==> config.mk <==
export PLATFORM = sky130hd
export DESIGN_NAME = uart_tx_rx_loopback
export DESIGN_NICKNAME = d
export VERILOG_FILES = /design/src/rtl/uart_tx_rx_loopback.sv
export SDC_FILE = /design/constraint.sdc
export NUM_CORES = 1
export LEC_CHECK = 0
export CAP_MARGIN = 20
export CORE_ASPECT_RATIO = 0.5
export CORE_MARGIN = 2
export CORE_UTILIZATION = 45
export CTS_CLUSTER_DIAMETER = 40
export DETAILED_ROUTE_END_ITERATION = 16
export GPL_ROUTABILITY_DRIVEN = 0
export PLACE_DENSITY = 0.72
export SLEW_MARGIN = 25
export SYNTH_ARGS = -nofsm -noshare
export SYNTH_HDL_FRONTEND = slang
export SYNTH_SLANG_ARGS = --single-unit
==> constraint.sdc <==
create_clock -name CLK -period 3.19 [get_ports CLK]
set_clock_uncertainty 0.15 [all_clocks]
set_input_delay 0.957 -clock CLK [delete_from_list [all_inputs] [get_ports CLK]]
set_output_delay 0.957 -clock CLK [all_outputs]
set_load 0.05 [all_outputs]
==> src/rtl/uart_tx_rx_loopback.sv <==
// 8N1 UART transmitter and receiver joined by an internal serial line.
// Bring-up vehicle: proves TX framing and RX baud timing agree without pins.
//
// TX state | meaning
// ---------+-----------------------------------------------
// IDLE     | line high, waiting for TX_ENA
// START    | driving start bit (0) for one bit period
// DATA     | driving data bits LSB first, one bit period each
// STOP     | driving stop bit (1), TX_DONE set on exit
//
// RX state | meaning
// ---------+-----------------------------------------------
// IDLE     | waiting for the line to fall
// START    | half-bit wait, confirm start bit at mid-bit
// DATA     | sampling 8 data bits at mid-bit
// STOP     | sampling stop bit, load RX_DOUT if valid
// REST     | waiting out the rest of the stop bit
module uart_tx_rx_loopback #(
    parameter int CLKS_PER_BIT = 16
) (
    input  logic       CLK,
    input  logic       RESET,
    input  logic [7:0] TX_DIN,
    input  logic       TX_ENA,
    output logic       TX_DONE,
    output logic       RX_DONE,
    output logic [7:0] RX_DOUT
);

    localparam int CNT_W = $clog2(CLKS_PER_BIT);

    localparam logic [CNT_W-1:0] BIT_LAST  = CNT_W'(CLKS_PER_BIT - 1);
    localparam logic [CNT_W-1:0] HALF_LAST = CNT_W'(CLKS_PER_BIT / 2 - 1);
    localparam logic [CNT_W-1:0] STOP_REM  = CNT_W'(CLKS_PER_BIT / 2 - 2);
    localparam logic [CNT_W-1:0] CNT_ONE   = CNT_W'(1);

    localparam logic [1:0] TX_IDLE  = 2'd0;
    localparam logic [1:0] TX_START = 2'd1;
    localparam logic [1:0] TX_DATA  = 2'd2;
    localparam logic [1:0] TX_STOP  = 2'd3;

    localparam logic [2:0] RX_IDLE  = 3'd0;
    localparam logic [2:0] RX_START = 3'd1;
    localparam logic [2:0] RX_DATA  = 3'd2;
    localparam logic [2:0] RX_STOP  = 3'd3;
    localparam logic [2:0] RX_REST  = 3'd4;

    logic [1:0]       r_tx_state;
    logic [CNT_W-1:0] r_tx_cnt;
    logic [2:0]       r_tx_idx;
    logic [7:0]       r_tx_shift;
    logic             r_tx_line;
    logic             r_tx_done;

    logic [2:0]       r_rx_state;
    logic [CNT_W-1:0] r_rx_cnt;
    logic [2:0]       r_rx_idx;
    logic [7:0]       r_rx_shift;
    logic [7:0]       r_rx_dout;
    logic             r_rx_done;

    logic             w_line;

    assign w_line  = r_tx_line;
    assign TX_DONE = r_tx_done;
    assign RX_DONE = r_rx_done;
    assign RX_DOUT = r_rx_dout;

    always_ff @(posedge CLK or negedge RESET) begin
        if (!RESET) begin
            r_tx_state <= TX_IDLE;
            r_tx_cnt   <= '0;
            r_tx_idx   <= '0;
            r_tx_shift <= '0;
            r_tx_line  <= 1'b1;
            r_tx_done  <= 1'b0;
        end else begin
            case (r_tx_state)
                TX_IDLE: begin
                    r_tx_line <= 1'b1;
                    if (TX_ENA) begin
                        r_tx_shift <= TX_DIN;
                        r_tx_done  <= 1'b0;
                        r_tx_line  <= 1'b0;
                        r_tx_cnt   <= BIT_LAST;
                        r_tx_state <= TX_START;
                    end
                end
                TX_START: begin
                    if (r_tx_cnt != '0) begin
                        r_tx_cnt <= r_tx_cnt - CNT_ONE;
                    end else begin
                        r_tx_line  <= r_tx_shift[0];
                        r_tx_shift <= {1'b0, r_tx_shift[7:1]};
                        r_tx_idx   <= '0;
                        r_tx_cnt   <= BIT_LAST;
                        r_tx_state <= TX_DATA;
                    end
                end
                TX_DATA: begin
                    if (r_tx_cnt != '0) begin
                        r_tx_cnt <= r_tx_cnt - CNT_ONE;
                    end else begin
                        r_tx_cnt <= BIT_LAST;
                        if (r_tx_idx == 3'd7) begin
                            r_tx_line  <= 1'b1;
                            r_tx_state <= TX_STOP;
                        end else begin
                            r_tx_line  <= r_tx_shift[0];
                            r_tx_shift <= {1'b0, r_tx_shift[7:1]};
                            r_tx_idx   <= r_tx_idx + 3'd1;
                        end
                    end
                end
                TX_STOP: begin
                    if (r_tx_cnt != '0) begin
                        r_tx_cnt <= r_tx_cnt - CNT_ONE;
                    end else begin
                        r_tx_done  <= 1'b1;
                        r_tx_state <= TX_IDLE;
                    end
                end
                default: r_tx_state <= TX_IDLE;
            endcase
        end
    end

    // RX returns to IDLE before the stop bit ends so a frame accepted right
    // after TX_DONE still has its start edge seen.
    always_ff @(posedge CLK or negedge RESET) begin
        if (!RESET) begin
            r_rx_state <= RX_IDLE;
            r_rx_cnt   <= '0;
            r_rx_idx   <= '0;
            r_rx_shift <= '0;
            r_rx_dout  <= '0;
            r_rx_done  <= 1'b0;
        end else begin
            case (r_rx_state)
                RX_IDLE: begin
                    if (!w_line) begin
                        r_rx_done  <= 1'b0;
                        r_rx_cnt   <= HALF_LAST;
                        r_rx_state <= RX_START;
                    end
                end
                RX_START: begin
                    if (r_rx_cnt != '0) begin
                        r_rx_cnt <= r_rx_cnt - CNT_ONE;
                    end else if (!w_line) begin
                        r_rx_idx   <= '0;
                        r_rx_cnt   <= BIT_LAST;
                        r_rx_state <= RX_DATA;
                    end else begin
                        r_rx_state <= RX_IDLE;
                    end
                end
                RX_DATA: begin
                    if (r_rx_cnt != '0) begin
                        r_rx_cnt <= r_rx_cnt - CNT_ONE;
                    end else begin
                        r_rx_shift <= {w_line, r_rx_shift[7:1]};
                        r_rx_cnt   <= BIT_LAST;
                        if (r_rx_idx == 3'd7) begin
                            r_rx_state <= RX_STOP;
                        end else begin
                            r_rx_idx <= r_rx_idx + 3'd1;
                        end
                    end
                end
                RX_STOP: begin
                    if (r_rx_cnt != '0) begin
                        r_rx_cnt <= r_rx_cnt - CNT_ONE;
                    end else begin
                        if (w_line) begin
                            r_rx_dout <= r_rx_shift;
                            r_rx_done <= 1'b1;
                        end
                        r_rx_cnt   <= STOP_REM;
                        r_rx_state <= RX_REST;
                    end
                end
                RX_REST: begin
                    if (r_rx_cnt != '0) begin
                        r_rx_cnt <= r_rx_cnt - CNT_ONE;
                    end else begin
                        r_rx_state <= RX_IDLE;
                    end
                end
                default: r_rx_state <= RX_IDLE;
            endcase
        end
    end

endmodule

==> flow_summary.json, run 1 <==
{
  "crit_chain": "clkdlybuf4s50_1",
  "synth_edf_count": 0,
  "wl_per_cell_um": 14.0,
  "dp_hpwl_mm": 3.05,
  "critPathMaxStageDelay_ps": 820,
  "synth_area_leaders": "dfrtp_1, mux2_2, ha_1, a21oi_1, mux2i_1",
  "setup_tns_ps": 0,
  "tightest_slew_ps": 617,
  "drive_gt1_frac": 0.148,
  "synth_cell_types": 44,
  "power_density_mw_per_mm2": 891,
  "p_sw_frac": 0.393,
  "ys_ff_latch": 46,
  "fin_ws_ps": 579,
  "mappedNetlistNets": 245,
  "grt_max_degree": 34,
  "combPwrFrac": 0.446,
  "clk_pin_slew_ps": 80,
  "cp.required_ps": 2080,
  "drc_errors": 0,
  "intPower_mw": 1.49,
  "async_flop_share": 1.00,
  "grt_pass1_wl_mm": 7.53,
  "design.core.area_sq_mm": 0.00502,
  "cap_violations": 0,
  "drt-initial-drc-count": 70,
  "die_w_um": 107,
  "cts_tree": "built",
  "clockPowerShare": 0.173,
  "yosysWarnings": 0,
  "diodes": 0,
  "arrival_ps": 1500,
  "post-cts-setup-buffer-count": 0,
  "leakagePower_nw": 1.25,
  "vias": 1745,
  "seq_area_frac_synth": 0.480,
  "clock_sinks": 46,
  "synth_top_area_share": 0.469,
  "synth_area_sq_mm": 0.00240,
  "cts_resized": 0,
  "io_pins": 21,
  "insertion_delay_ps": 300,
  "drtPass1Iterations": 4,
  "wirelength_mm": 4.39,
  "die_area_sq_mm": 0.00597,
  "relSlewSlack": 0.588,
  "crit_fanout": 3,
  "critPathTopFamily": "buffers and inverters",
  "htree_levels": 2,
  "start_kind": "flop",
  "fin_crit_ps": 2610,
  "seq_power_share": 0.382,
  "syn_to_final_growth_pct": 15.1,
  "setup_violations": 0,
  "syn_inst": 223,
  "antenna_found_initial": 0,
  "num_rows": 18,
  "synthFlopType": "dfrtp_1",
  "fillers": 430,
  "cts_made_buffers": 5,
  "cp_slowest_cell": "clkdlybuf4s50_1",
  "numPortBuffers": 20,
  "holdBufCountCts": 0,
  "floorplan.initialDensity": 0.478,
  "cts_root_buf": "clkbuf_8",
  "grt_pass1_vias": 1600,
  "dpl_worst_slack_ps": 414,
  "viasPerCell": 5.58,
  "critPathKind": "flop to output pin",
  "finalNetCount": 264,
  "final_max_slew_viol_count": 0,
  "fin_crit_sh": 0.818,
  "endpoint_kind": "output pin",
  "grt.overflow.total": 0,
  "die_h_um": 55.6,
  "max_freq_mhz": 383,
  "syn_avg_cell_area_sq_um": 10.8,
  "ir_worst_vdd_uv": 503,
  "p_switching_uw": 966,
  "rsz0062_at_grt": "no",
  "grt_util_all_layers": 0.156,
  "critPathBufInv": 1,
  "hold_class": "flop to flop",
  "hold_violations": 0,
  "clock_path_buffers": 2,
  "final_antenna_net_count": 0,
  "synth_top_area_cell": "dfrtp_1",
  "status": "finished clean"
}
placed cells by master, fill, tap and decap left out, drive strengths merged, types with 3 or more instances in the layout:
cell / synthesis / routed
a21oi: 24 / 24
ha: 11 / 11
clkbuf: 10 / 7
buf: 1 / 4
a22o: 6 / 6
nor3: 5 / 5
a311o: 3 / 3
nor2b: 3 / 3
o21ai: 13 / 13
mux2: 20 / 20
dfrtp: 45 / 45
clkdlybuf4s50: 0 / 19
nand2: 9 / 9
inv: 11 / 11
nor3b: 6 / 6
nor2: 12 / 12
nand3: 7 / 7
mux2i: 8 / 8
stage by stage:
| step | instances | util | hold WS (ps) | total power [mW] | instance area [sq um] |
|---|---|---|---|---|---|
| after global routing | 313 | 0.550 | 388 | 2.66 | 2760 |
| final | 313 | 0.550 | 352 | 2.46 | 2760 |
| after global placement | 305 | 0.529 | 338 | 1.98 | 2660 |
| after floorplan | 223 | - | 320 | 1.81 | 2400 |
| after CTS | 313 | 0.550 | 359 | 2.46 | 2760 |
| after detailed placement | 305 | 0.529 | 340 | 2.04 | 2660 |
kinds of logic (layout without fill, tap and decap cells):
| group | after synthesis | count (layout) | synth area share |
|---|---|---|---|
| AOI/OAI and AO/OA | 59 | 59 | 0.162 |
| buffers and inverters | 22 | 42 | 0.0375 |
| DFF | 46 | 46 | 0.480 |
| muxes | 28 | 28 | 0.129 |
| and+or+nand+nor | 55 | 55 | 0.127 |
| adders and majority gates | 11 | 11 | 0.0574 |
| xor gates and xnor gates | 2 | 2 | 0.00730 |
state kept, by name, summed over array words and instances, names as in the netlist, 2 cells and up:
register / flops
RX_DOUT: 8
r_rx_cnt: 4
r_rx_idx: 3
r_rx_shift: 8
r_rx_state: 3
r_tx_cnt: 4
r_tx_idx: 3
r_tx_shift: 8
r_tx_state: 2
power groups by stage:
stage               logic [mW]  clock network (mW)  registers, mW
floorplan                0.924                   0          0.885
global placement          1.05                   0          0.939
detailed placement        1.09                   0          0.945
CTS                       1.10               0.433          0.933
global route              1.24               0.460          0.966
finish                    1.10               0.425          0.939
area by class of cell:
| type | instances | area [sq um] | share of cell area |
|---|---|---|---|
| repair buffers | 23 | 218 | 0.0788 |
| well taps | 70 | 87.6 | 0.0317 |
| clock inverters | 1 | 30.0 | 0.0109 |
| clock buffers | 7 | 76.3 | 0.0276 |
| multi-input cells | 155 | 1160 | 0.419 |
| inverters | 11 | 41.3 | 0.0149 |
| flip-flops and latches | 46 | 1150 | 0.417 |
Yosys cell counts (all sizes together), types with 3 or more instances:
cell type	number
nor3	5
mux2i	8
o21ai	13
nor2	12
mux2	20
a22o	6
clkbuf	10
a311o	3
nor3b	6
nand2	9
inv	11
ha	11
a21oi	24
nor2b	3
nand3	7
dfrtp	45
layer usage:
metal	vias to the layer above	global-route usage	routed length [um]
met5	-	0	0
li1	846	-	-
met3	6	0.0386	121
met1	870	0.222	2200
met2	23	0.240	2030
met4	0	0.0408	33
path summary, 6_finish.rpt:
path / to / slack, ps / startpoint / cells past startpoint
setup / recovery: TX_DONE / 580 / TX_DONE$_DFFE_PN0P_ / 1
hold / removal: r_rx_shift[0]$_DFFE_PN0P_ / 350 / r_rx_shift[0]$_DFFE_PN0P_ / 1
setup reg to reg: RX_DOUT[3]$_DFFE_PN0P_ / 830 / r_rx_cnt[0]$_DFFE_PN0P_ / 5
hold reg to reg: r_rx_shift[0]$_DFFE_PN0P_ / 350 / r_rx_shift[0]$_DFFE_PN0P_ / 1
max in group asynchronous: r_tx_line$_DFFE_PN1P_ / 1740 / RESET / 2
min in group asynchronous: r_tx_shift[7]$_DFFE_PN0P_ / 390 / RESET / 1
Note: power is estimated with default switching activity, not from simulation.
==> inputs of run 2 (changes only) <==
clock period = 2.6 ns   (was 3.19 ns; I/O delays follow)
==> flow_summary.json, run 2 (synthesized netlist as in run 1, its figures left out) <==
{
  "drt-initial-drc-count": 126,
  "relSlewSlack": 0.565,
  "finalNetCount": 266,
  "critPathLaunch": "RX_DONE$_DFFE_PN0P_",
  "drive_gt1_frac": 0.159,
  "cts_tree": "built",
  "clock_sinks": 46,
  "vias": 1787,
  "r2r_cells": 5,
  "syn_to_final_growth_pct": 14.9,
  "diodes": 0,
  "critPathMaxStageDelay_ps": 820,
  "floorplan.initialDensity": 0.478,
  "numPortBuffers": 20,
  "leakagePower_nw": 1.25,
  "crit_fanout": 3,
  "final_max_slew_viol_count": 0,
  "cp.required_ps": 1670,
  "arrival_ps": 1510,
  "setup_violations": 0,
  "cts_root_buf": "clkbuf_8",
  "grt_pass1_vias": 1696,
  "grt_pass1_wl_mm": 7.94,
  "crit_chain": "clkdlybuf4s50_1",
  "cap_violations": 0,
  "drtPass1Iterations": 4,
  "critPathKind": "flop to output pin",
  "num_rows": 18,
  "rsz0062_at_grt": "no",
  "cp_slowest_cell": "clkdlybuf4s50_1",
  "design.core.area_sq_mm": 0.00502,
  "cts_resized": 0,
  "io_pins": 21,
  "regToRegSetupSlack_ps": 370,
  "power_density_mw_per_mm2": 1070,
  "insertion_delay_ps": 310,
  "die_area_sq_mm": 0.00597,
  "final_antenna_net_count": 0,
  "die_w_um": 107,
  "ir_worst_vdd_uv": 673,
  "htree_levels": 2,
  "hold_class": "flop to flop",
  "grt_util_all_layers": 0.169,
  "die_h_um": 55.6,
  "worstReg2RegEnd": "r_rx_shift[3]$_DFFE_PN0P_",
  "drc_errors": 0,
  "post-cts-setup-buffer-count": 0,
  "critPathTopFamily": "buffers and inverters",
  "setup_tns_ps": 0,
  "hold_violations": 0,
  "antenna_found_initial": 0,
  "wl_per_cell_um": 14.6,
  "viasPerCell": 5.67,
  "tightest_slew_ps": 651,
  "hold_start": "RX_DOUT[7]$_DFFE_PN0P_",
  "clock_path_buffers": 2,
  "holdBufCountCts": 0,
  "status": "finished clean",
  "worstReg2RegStart": "r_rx_cnt[0]$_DFFE_PN0P_",
  "critPathBufInv": 1,
  "fin_crit_sh": 0.938,
  "grt.overflow.total": 0,
  "min_path_cells": 1,
  "grt_max_degree": 47,
  "fin_ws_ps": 161,
  "dpl_worst_slack_ps": 183,
  "max_freq_mhz": 410,
  "final_common_cell": "dfrtp_1",
  "fin_crit_ps": 2440,
  "start_kind": "flop",
  "cts_made_buffers": 5,
  "clk_pin_slew_ps": 90,
  "final_cell_mix": "dfrtp_1, a21oi_1, mux2_2, clkdlybuf4s50_1",
  "whs_endpoint": "RX_DOUT[7]$_DFFE_PN0P_",
  "wirelength_mm": 4.59,
  "dp_hpwl_mm": 3.08,
  "endpoint_kind": "output pin"
}
run 2: cell types whose count changed in the layout (fill, tap and decap cells not counted), sizes merged:
cell and delta:
clkinv +2, buf +2, bufinv -1, clkbuf -1
run 2: metrics by stage:
step | utilization | cell area (sq um) | cells | total power, mW | hold slack (ps)
floorplan | - | 2400 | 223 | 2.22 | 320
CTS | 0.549 | 2760 | 315 | 2.97 | 364
global route | 0.549 | 2760 | 315 | 3.21 | 383
global placement | 0.532 | 2670 | 307 | 2.46 | 338
detailed placement | 0.532 | 2670 | 307 | 2.52 | 342
finish | 0.549 | 2760 | 315 | 2.96 | 360
run 2: power by group:
group / internal [mW] / leakage (nW) / switching (mW)
Clock: 0.190 / 0.0452 / 0.248
Sequential: 0.926 / 0.586 / 0.233
Combinational: 0.637 / 0.622 / 0.726
Total: 1.75 / 1.25 / 1.21
run 2: metal layers:
metal | track usage | routed length, um | vias up
li1 | - | - | 862
met2 | 0.260 | 2100 | 44
met5 | 0 | 0 | -
met3 | 0.0422 | 187 | 10
met4 | 0.0612 | 68 | 0
met1 | 0.234 | 2230 | 871
run 2: layout make-up:
class | instances | area, sq um
Multi-Input combinational cell | 155 | 1160
Fill cell | 427 | 2260
Clock buffer | 6 | 72.6
Timing Repair Buffer | 25 | 233
Clock inverter | 2 | 13.8
Sequential cell | 46 | 1150
Inverter | 11 | 41.3
Tap cell | 70 | 87.6
run 2: worst max path at each step:
stage,to,slack (ps),depth (start not counted)
3_5_place_dp,r_tx_shift[7]$_DFFE_PN0P_,180,5
3_3_place_gp,r_tx_shift[7]$_DFFE_PN0P_,190,5
2_1_floorplan,r_tx_shift[7]$_DFFE_PN0P_,380,7
4_1_cts,TX_DONE,150,1
5_1_grt,RX_DONE,100,1
6_report,RX_DONE,160,1
==> inputs of run 3 (changes only) <==
SKIP_LAST_GASP = 1   (was default)
==> results of run 3 <==
Same layout as run 2: the final DEF is identical, and so are final timing and power.
